**src/rtl/riscv_axi_rd_arb.sv**
```systemverilog
// Two-requester round-robin AXI4 read arbiter (requester 0 = LSU, 1 = IFU), one burst in flight.
// Optional R-channel inactivity timeout with SLVERR completion and drain: define RISCV_RDARB_TIMEOUT_EN.
module riscv_axi_rd_arb #(
    parameter int unsigned ADDR_W         = 32,
    parameter int unsigned DATA_W         = 32,
    parameter int unsigned TIMEOUT_CYCLES = 256
) (
    input  logic                clock,
    input  logic                reset,
    input  logic [1:0]          s_arvalid,
    output logic [1:0]          s_arready,
    input  logic [2*ADDR_W-1:0] s_araddr,
    input  logic [15:0]         s_arlen,
    output logic [1:0]          s_rvalid,
    input  logic [1:0]          s_rready,
    output logic [DATA_W-1:0]   s_rdata,
    output logic [1:0]          s_rresp,
    output logic                s_rlast,
    output logic                m_arvalid,
    input  logic                m_arready,
    output logic [ADDR_W-1:0]   m_araddr,
    output logic [7:0]          m_arlen,
    output logic                m_arid,
    input  logic                m_rvalid,
    output logic                m_rready,
    input  logic [DATA_W-1:0]   m_rdata,
    input  logic [1:0]          m_rresp,
    input  logic                m_rlast,
    output logic                proto_err
);

    typedef enum logic [1:0] {
        IDLE  = 2'd0,
        ADDR  = 2'd1,
`ifdef RISCV_RDARB_TIMEOUT_EN
        DRAIN = 2'd3,
`endif
        DATA  = 2'd2
    } state_t;

    state_t              state_q, state_d;
    logic                grant_c;
    logic                ar_hs_c;
    logic                r_hs_c;
    logic [ADDR_W-1:0]   addr_q;
    logic [7:0]          len_q;
    logic [7:0]          beat_q;
    logic                gnt_q;
    logic                last_grant_q;
    logic                proto_err_q;
    logic                tmo_c;

`ifdef RISCV_RDARB_TIMEOUT_EN
    logic [15:0] tmo_q;
    assign tmo_c = (state_q == DATA) && (tmo_q == 16'(TIMEOUT_CYCLES));
`else
    logic unused_tmo_param;
    assign unused_tmo_param = |TIMEOUT_CYCLES;
    assign tmo_c = 1'b0;
`endif

    // Round-robin pick: on a tie the requester not served last wins
    always_comb begin
        case (s_arvalid)
            2'b10:   grant_c = 1'b1;
            2'b11:   grant_c = ~last_grant_q;
            default: grant_c = 1'b0;
        endcase
    end

    assign ar_hs_c = (state_q == IDLE) && (|s_arvalid);
    assign r_hs_c  = m_rvalid && m_rready;

    always_ff @(posedge clock or posedge reset) begin
        if (reset) state_q <= IDLE;
        else       state_q <= state_d;
    end

    always_comb begin
        state_d = state_q;
        case (state_q)
            IDLE: if (ar_hs_c) state_d = ADDR;
            ADDR: if (m_arready) state_d = DATA;
            DATA: begin
                if (tmo_c) begin
                    if (s_rready[gnt_q]) begin
`ifdef RISCV_RDARB_TIMEOUT_EN
                        state_d = DRAIN;
`endif
                    end
                end else if (r_hs_c && m_rlast) begin
                    state_d = IDLE;
                end
            end
`ifdef RISCV_RDARB_TIMEOUT_EN
            DRAIN: if (m_rvalid && m_rlast) state_d = IDLE;
`endif
            default: state_d = IDLE;
        endcase
    end

    // Channel routing; R payload passes straight through except for the synthesized timeout beat
    always_comb begin
        s_arready = 2'b00;
        m_arvalid = 1'b0;
        m_rready  = 1'b0;
        s_rvalid  = 2'b00;
        s_rdata   = m_rdata;
        s_rresp   = m_rresp;
        s_rlast   = m_rlast;
        case (state_q)
            IDLE: s_arready[grant_c] = |s_arvalid;
            ADDR: m_arvalid = 1'b1;
            DATA: begin
                if (tmo_c) begin
                    s_rvalid[gnt_q] = 1'b1;
                    s_rresp         = 2'b10;
                    s_rlast         = 1'b1;
                    s_rdata         = '0;
                end else begin
                    s_rvalid[gnt_q] = m_rvalid;
                    m_rready        = s_rready[gnt_q];
                end
            end
`ifdef RISCV_RDARB_TIMEOUT_EN
            DRAIN: m_rready = 1'b1;
`endif
            default: ;
        endcase
    end

    always_ff @(posedge clock or posedge reset) begin
        if (reset) begin
            addr_q       <= '0;
            len_q        <= 8'd0;
            gnt_q        <= 1'b0;
            beat_q       <= 8'd0;
            last_grant_q <= 1'b1;
            proto_err_q  <= 1'b0;
        end else begin
            if (ar_hs_c) begin
                addr_q <= grant_c ? s_araddr[2*ADDR_W-1:ADDR_W] : s_araddr[ADDR_W-1:0];
                len_q  <= grant_c ? s_arlen[15:8] : s_arlen[7:0];
                gnt_q  <= grant_c;
                beat_q <= 8'd0;
            end
            if (state_q == DATA && r_hs_c) begin
                beat_q <= beat_q + 8'd1;
                // RLAST must land exactly on beat arlen; routing still obeys RLAST
                if (m_rlast != (beat_q == len_q)) proto_err_q <= 1'b1;
                if (m_rlast) last_grant_q <= gnt_q;
            end
`ifdef RISCV_RDARB_TIMEOUT_EN
            if (state_q == DRAIN && m_rvalid && m_rlast) last_grant_q <= gnt_q;
`endif
        end
    end

`ifdef RISCV_RDARB_TIMEOUT_EN
    // Inactivity counter saturates at the limit so the error beat stays presented
    always_ff @(posedge clock or posedge reset) begin
        if (reset) begin
            tmo_q <= 16'd0;
        end else if (state_q == DATA) begin
            if (r_hs_c)                           tmo_q <= 16'd0;
            else if (tmo_q != 16'(TIMEOUT_CYCLES)) tmo_q <= tmo_q + 16'd1;
        end else begin
            tmo_q <= 16'd0;
        end
    end
`endif

    assign m_araddr  = addr_q;
    assign m_arlen   = len_q;
    assign m_arid    = gnt_q;
    assign proto_err = proto_err_q;

endmodule
```
**config.mk**
```make
export PLATFORM = sky130hd
export DESIGN_NAME = riscv_axi_rd_arb
export DESIGN_NICKNAME = d
export VERILOG_FILES = /design/src/rtl/riscv_axi_rd_arb.sv
export SDC_FILE = /design/constraint.sdc
export NUM_CORES = 1
export LEC_CHECK = 0
export ABC_CLOCK_PERIOD_IN_PS = 2230
export BUFFER_PORTS_ARGS = -buffer_cell sky130_fd_sc_hd__buf_4
export CAP_MARGIN = 20
export CORE_UTILIZATION = 41
export DETAILED_ROUTE_END_ITERATION = 8
export GPL_TIMING_DRIVEN = 0
export PLACE_DENSITY = 0.81
export SLEW_MARGIN = 40
export SYNTH_ARGS = -nofsm -noshare
export SYNTH_HDL_FRONTEND = slang
export SYNTH_SLANG_ARGS = --single-unit
```
**constraint.sdc**
```tcl
create_clock -name clock -period 2.23 [get_ports clock]
set_clock_uncertainty 0.05 [all_clocks]
set_input_delay 0.3345 -clock clock [delete_from_list [all_inputs] [get_ports clock]]
set_output_delay 0.3345 -clock clock [all_outputs]
set_load 0.05 [all_outputs]
```
==> results.sh, run 1 <==
export IMPL_syn_mean_instance_area_um2=10.0
export IMPL_synth_fp_nets=409
export IMPL_overflow=0
export IMPL_cts_max_path_buffers=2
export IMPL_antenna_found_initial=0
export IMPL_end_kind="output port"
export IMPL_cp_arrival_ns=1.64
export IMPL_fmax_ghz=0.495
export IMPL_cts_buffers=5
export IMPL_htreeDepth=2
export IMPL_netlist_instances=285
export IMPL_path_class="reg -> out"
export IMPL_fin_cells=545
export IMPL_synth_cell_area_um2=2860
export IMPL_io_pins=206
export IMPL_final_area_um2=4380
export IMPL_slew_viol_final=0
export IMPL_fp_dieH_um=85.6
export IMPL_nNetsFinal=588
export IMPL_drive_above_1_share_pct=49.7
export IMPL_hold_class="in -> reg"
export IMPL_leakage_nw=2.36
export IMPL_dieArea_um2=7320
export IMPL_cts_sinks=53
export IMPL_vdd_drop_max_v=0.000739
export IMPL_grt_pass1_vias=2552
export IMPL_hold_viol_final=0
export IMPL_wl_um=7600
export IMPL_grt_max_degree=44
export IMPL_post_drt_wl_per_cell_um=13.9
export IMPL_critPathRequiredTime_ns=1.85
export IMPL_clk_pin_slew_worst_paths_ns=0.09
export IMPL_placed_cells=537
export IMPL_seq_area_frac_synth_pct=46.4
export IMPL_worstMarginPinSlew_ns=0.542
export IMPL_n_antenna_cell=0
export IMPL_rows=30
export IMPL_antenna_left=0
export IMPL_drc_errors=0
export IMPL_powerDensity_nw_per_um2=1300
export IMPL_fin_crit_ns=2.02
export IMPL_dr_pass1_iters=4
export IMPL_cts_tree="done"
export IMPL_drt_iter0_markers=70
export IMPL_die_width_um=85.6
export IMPL_ys_warn_count=0
export IMPL_setup_viol=0
export IMPL_maxCapViolCount=0
export IMPL_clkLatencyLatePin_ns=0.30
export IMPL_grt_pass1_wl_um=11800
export IMPL_ys_ff_latch=53
export IMPL_viasPerCell=4.83
export IMPL_num_vias=2634
export IMPL_port_buffers=171
export IMPL_dp_hpwl_um=6090
export IMPL_core_area_um2=6760
export IMPL_gp_congestion=0.732
export IMPL_initial_core_util_pct=42.4
export IMPL_cp_start_kind="flip-flop"
export IMPL_slew_headroom_pct=63.5
export IMPL_async_reset_ff_share_pct=100
export IMPL_syn2layout_area_growth_pct=52.9
export IMPL_synthDistinctLibCells=32
export IMPL_fin_crit_sh_pct=90.7
export IMPL_outcome="completed"
export IMPL_grt_use_total_pct=20.4
export IMPL_cts_root_buf="clkbuf_8"
export IMPL_dpl_instance_area_um2=4270
export IMPL_post_cts_buffers=0
export IMPL_synth_edf_count=0
export IMPL_cp_max_fo=15
export IMPL_ys_flop_type="dfrtp_1"
export IMPL_rsz0062_at_grt="no"
==> layer usage <==
metal	wire (um)	share of wire, %	GRT usage, %	vias to the layer above
met4	74	0.97	4.55	0
met2	4020	53	37.5	126
li1	-	-	-	1289
met3	636	8.4	5.77	7
met1	2870	38	23.6	1212
met5	0	0	0	-
==> timing repair <==
action	in CTS	in global routing
hold buffers	1	0
resized for setup	1	2
endpoints found under the setup margin	1	1
hold endpoints to repair	10	0
gates cloned	0	0
==> final timing paths <==
check | start | to | slack, ns | cells after the start
max in group asynchronous | reset | last_grant_q | 1.18 | 4
worst min register to register | proto_err | proto_err | 0.42 | 1
worst max register to register | m_arlen[6] | proto_err | 0.54 | 4
worst max-delay path | state_q[1] | s_arready[0] | 0.21 | 5
min in group asynchronous | reset | m_araddr[14] | 0.44 | 3
worst min-delay path | m_arready | state_q[0] | 0.19 | 2
==> flip-flops by register name (all words and copies together) (netlist names) <==
name,count
m_araddr,32
m_arlen,8
state_q,2
m_arid,1
last_grant_q,1
proto_err,1
beat_q,8
==> critical path, cell delays in order, from the launching register on <==
cell,delay (ns)
dfrtp_1,0.43
nor2_2,0.21
o21ai_4,0.17
buf_2,0.22
nor2_1,0.10
buf_4,0.20
==> where the power goes <==
group,internal [mW],switching (mW),leakage [nW],total (mW)
Clock,0.254,0.297,0.0455,0.551
Combinational,1.10,2.41,1.66,3.51
Sequential,1.38,0.277,0.662,1.65
Total,2.73,2.98,2.36,5.71
==> cells in the final DEF (no fill, tap or decap), drive strengths merged, types with 2 or more instances in the layout <==
cell type / count
nand2: 48
nand2b: 2
and2: 2
o21ai: 43
clkbuf: 13
xor2: 8
mux2: 4
mux2i: 47
nand4: 3
dfrtp: 52
buf: 216
nor2: 7
inv: 3
nor4: 2
and3: 3
==> final cells by class <==
| cell class | instances | area (um^2) |
|---|---|---|
| multi-input cells | 179 | 1190 |
| clock buffers | 8 | 90.1 |
| inverters | 3 | 13.8 |
| well taps | 80 | 100 |
| fillers | 599 | 2380 |
| repair buffers | 173 | 1310 |
| plain buffers | 49 | 343 |
| flip-flops and latches | 53 | 1330 |
==> cells by family (layout without fill, tap and decap cells) <==
group / count (synthesis) / after routing / share of synthesized area (%)
flops: 53 / 53 / 46.4
simple gates: 70 / 70 / 11.0
xor+xnor: 8 / 8 / 2.45
fa+ha+maj: 1 / 1 / 0.437
buf+inv: 53 / 233 / 12.5
compound gates: 49 / 49 / 9.22
mux: 51 / 51 / 18.0
==> synth_stat cells (all sizes together) (2+ instances only) <==
cell,instances,area [um^2]
nor2,7,33.8
xor2,8,70.1
o21ai,43,215
and2,2,15.0
nand2b,2,12.5
buf,45,329
mux2i,47,470
and3,3,18.8
inv,3,11.3
nand2,48,180
mux2,4,45.0
nor4,2,12.5
dfrtp,52,1300
clkbuf,5,18.8
nand4,3,18.8
==> per-stage QoR <==
| stage | setup slack [ns] | hold WS (ns) | power [mW] | TNS [ns] | util [%] |
|---|---|---|---|---|---|
| 2_1_floorplan | 0.188 | 0.392 | 4.04 | 0 | - |
| 3_5_place_dp | 0.0705 | 0.203 | 5.20 | 0 | 63.2 |
| 5_1_grt | 0.0993 | 0.185 | 6.04 | 0 | 64.8 |
| 4_1_cts | 0.00272 | 0.188 | 5.76 | 0 | 64.7 |
| 3_3_place_gp | -0.136 | 0.402 | 5.11 | -6.99 | 62.9 |
| 6_report | 0.208 | 0.191 | 5.71 | 0 | 64.8 |
Power figures use the tool's default switching activity.
==> run 2: changes to the inputs <==
--- a/config.mk
+++ b/config.mk
@@ -5,13 +5,16 @@
 export SDC_FILE = /design/constraint.sdc
 export NUM_CORES = 1
 export LEC_CHECK = 0
+export ABC_AREA = 1
 export ABC_CLOCK_PERIOD_IN_PS = 2230
 export BUFFER_PORTS_ARGS = -buffer_cell sky130_fd_sc_hd__buf_4
 export CAP_MARGIN = 20
-export CORE_UTILIZATION = 41
+export CORE_UTILIZATION = 44
+export CTS_BUF_LIST = sky130_fd_sc_hd__clkbuf_8
 export DETAILED_ROUTE_END_ITERATION = 8
 export GPL_TIMING_DRIVEN = 0
-export PLACE_DENSITY = 0.81
+export PLACE_DENSITY = 0.83
+export RECOVER_POWER = 25
 export SLEW_MARGIN = 40
 export SYNTH_ARGS = -nofsm -noshare
 export SYNTH_HDL_FRONTEND = slang
==> results.sh, run 2 <==
export IMPL_outcome="completed"
export IMPL_grt_max_degree=34
export IMPL_antenna_found_initial=0
export IMPL_powerDensity_nw_per_um2=1380
export IMPL_seq_area_frac_synth_pct=41.1
export IMPL_cts_resized_gates=0
export IMPL_path_class="reg -> out"
export IMPL_dp_hpwl_um=6940
export IMPL_synthDistinctLibCells=28
export IMPL_layout_common_cells="buf_4 (180), nand2_1 (69), o21ai_2 (66), dfrtp_1 (52), nor2_1 (51)"
export IMPL_drive_above_1_share_pct=52.6
export IMPL_syn2layout_area_growth_pct=44.0
export IMPL_r2r_cells=6
export IMPL_rows=30
export IMPL_synth_commonest_cells="nand2_1 (69), o21ai_2 (66), dfrtp_1 (52), nor2_1 (51), buf_4 (37)"
export IMPL_drc_errors=0
export IMPL_synth_most_common_cell="nand2_1"
export IMPL_rsz0062_at_grt="no"
export IMPL_dieArea_um2=7680
export IMPL_cp_startpoint="last_grant_q"
export IMPL_die_width_um=87.6
export IMPL_fin_crit_sh_pct=92.9
export IMPL_vdd_drop_max_v=0.000832
export IMPL_cts_buffers=5
export IMPL_cts_sinks=53
export IMPL_gp_congestion=0.835
export IMPL_viasPerCell=4.82
export IMPL_timing_rr_end="m_araddr[5]"
export IMPL_port_buffers=171
export IMPL_final_area_um2=4650
export IMPL_power_mw=6.39
export IMPL_num_vias=3110
export IMPL_htreeDepth=2
export IMPL_core_area_um2=6940
export IMPL_dr_pass1_iters=5
export IMPL_layout_commonest_cell="buf_4"
export IMPL_synth_top_area_share_pct=40.3
export IMPL_ys_warn_count=0
export IMPL_grt_pass1_vias=2929
export IMPL_io_pins=206
export IMPL_slew_viol_final=0
export IMPL_slew_headroom_pct=33.5
export IMPL_fp_dieH_um=87.6
export IMPL_largest_reg_flops=32
export IMPL_antenna_left=0
export IMPL_dpl_instance_area_um2=4660
export IMPL_leakage_nw=2.30
export IMPL_clkLatencyLatePin_ns=0.30
export IMPL_worstMarginPinSlew_ns=0.993
export IMPL_post_drt_wl_per_cell_um=13.7
export IMPL_ff2ff_setup_slack_ns=0.79
export IMPL_cts_tree="done"
export IMPL_yosys_top_cells_area="dfrtp_1 (40%), o21ai_2 (18%), buf_4 (8.6%)"
export IMPL_cp_start_kind="flip-flop"
export IMPL_netlist_instances=368
export IMPL_synth_edf_count=0
export IMPL_nNetsFinal=672
export IMPL_post_place_ws_ns=0.472
export IMPL_cts_max_path_buffers=2
export IMPL_syn_mean_instance_area_um2=8.77
export IMPL_synth_fp_nets=492
export IMPL_fmax_ghz=0.483
export IMPL_grt_use_total_pct=22.6
export IMPL_ys_flop_type="dfrtp_1"
export IMPL_critPathRequiredTime_ns=1.85
export IMPL_setup_viol=0
export IMPL_overflow=0
export IMPL_nFillCells=608
export IMPL_ys_ff_latch=53
export IMPL_placed_cells=636
export IMPL_r2r_start="last_grant_q"
export IMPL_fin_ws_ns=0.158
export IMPL_wl_um=8830
export IMPL_initial_core_util_pct=46.5
export IMPL_grt_pass1_wl_um=13500
export IMPL_synth_cell_area_um2=3230
export IMPL_fin_crit_ns=2.07
export IMPL_endpoint="s_arready[0]"
export IMPL_hold_class="in -> reg"
export IMPL_cp_max_fo=10
export IMPL_cts_root_buf="clkbuf_8"
export IMPL_fin_cells=645
export IMPL_post_cts_buffers=0
export IMPL_drt_iter0_markers=132
export IMPL_clk_pin_slew_worst_paths_ns=0.10
export IMPL_cp_arrival_ns=1.69
export IMPL_maxCapViolCount=0
export IMPL_async_reset_ff_share_pct=100
export IMPL_end_kind="output port"
export IMPL_n_antenna_cell=0
export IMPL_min_from="m_arready"
export IMPL_yosysTopAreaCell="dfrtp_1"
export IMPL_hold_viol_final=0
==> run 2: cell count changes in the layout (fill, tap and decap cells not counted), moves of 5 or more <==
cell	previous run	this run
nand2_1	48	69
xnor2_1	0	5
buf_2	4	11
inv_1	2	18
clkbuf_1	7	27
buf_4	210	180
o21ai_2	0	66
inv_2	0	5
mux2i_1	47	0
nand3_1	0	9
o21ai_1	0	11
xor2_1	8	1
o21ai_0	42	6
nor2_1	5	51
==> run 2: area by class of cell <==
| class | instances | area, um^2 | area share (%) |
|---|---|---|---|
| Clock inverter | 3 | 11.3 | 0.242 |
| Timing Repair Buffer | 173 | 1210 | 26.1 |
| Clock buffer | 5 | 68.8 | 1.48 |
| Sequential cell | 53 | 1330 | 28.6 |
| Buffer | 53 | 424 | 9.13 |
| Tap cell | 96 | 120 | 2.59 |
| Multi-Input combinational cell | 240 | 1390 | 30.0 |
| Inverter | 22 | 88.8 | 1.91 |
==> run 2: power by group <==
part | total [mW] | switching (mW) | internal [mW]
clock network | 0.524 | 0.313 | 0.211
registers | 1.67 | 0.288 | 1.38
logic | 4.20 | 2.80 | 1.40
total | 6.39 | 3.40 | 2.99
==> run 2: critical path: stages (launching register included) <==
cell and delay [ns]:
dfstp_2 0.54, nand2_1 0.05, nand2_2 0.15, inv_2 0.09
buf_2 0.22, nor2_1 0.13, buf_4 0.20
==> run 2: per-stage QoR <==
step | utilization (%) | hold WS, ns | TNS, ns
after floorplan | - | 0.379 | 0
after global placement | 66.8 | 0.415 | -9.82
after detailed placement | 67.1 | 0.264 | 0
after CTS | 68.4 | 0.171 | 0
after global routing | 66.9 | 0.178 | 0
final | 66.9 | 0.174 | 0
==> run 2: worst min-delay path by stage <==
stage | endpoint | slack (ns) | cells after the start
final | state_q[0] | 0.17 | 2
after CTS | state_q[0] | 0.17 | 2
after global placement | last_grant_q | 0.41 | 2
after floorplan | state_q[0] | 0.38 | 1
after detailed placement | m_araddr[20] | 0.26 | 2
after global routing | state_q[0] | 0.18 | 2
==> run 2: cells by family after synthesis <==
logic type      Yosys count  share of synthesized area (%)
xor+xnor                  6                           1.63
fa+ha+maj                 1                          0.388
simple gates            140                           17.4
compound gates           93                           23.6
buf+inv                  75                           15.9
flops                    53                           41.1
==> run 2: repair_timing <==
| item | CTS | global route |
|---|---|---|
| endpoints found under the hold margin | 20 | 0 |
| setup endpoints to repair | 0 | 0 |
| hold buffers | 1 | 0 |
==> run 2: per-layer routing <==
layer  vias up  global-route usage [%]  part of all wire (%)
li1       1516                       -                     -
met3        16                    6.03                   8.3
met1      1441                    26.4                    38
met5         -                       0                     0
met2       137                    40.5                    52
met4         0                    6.86                   1.7
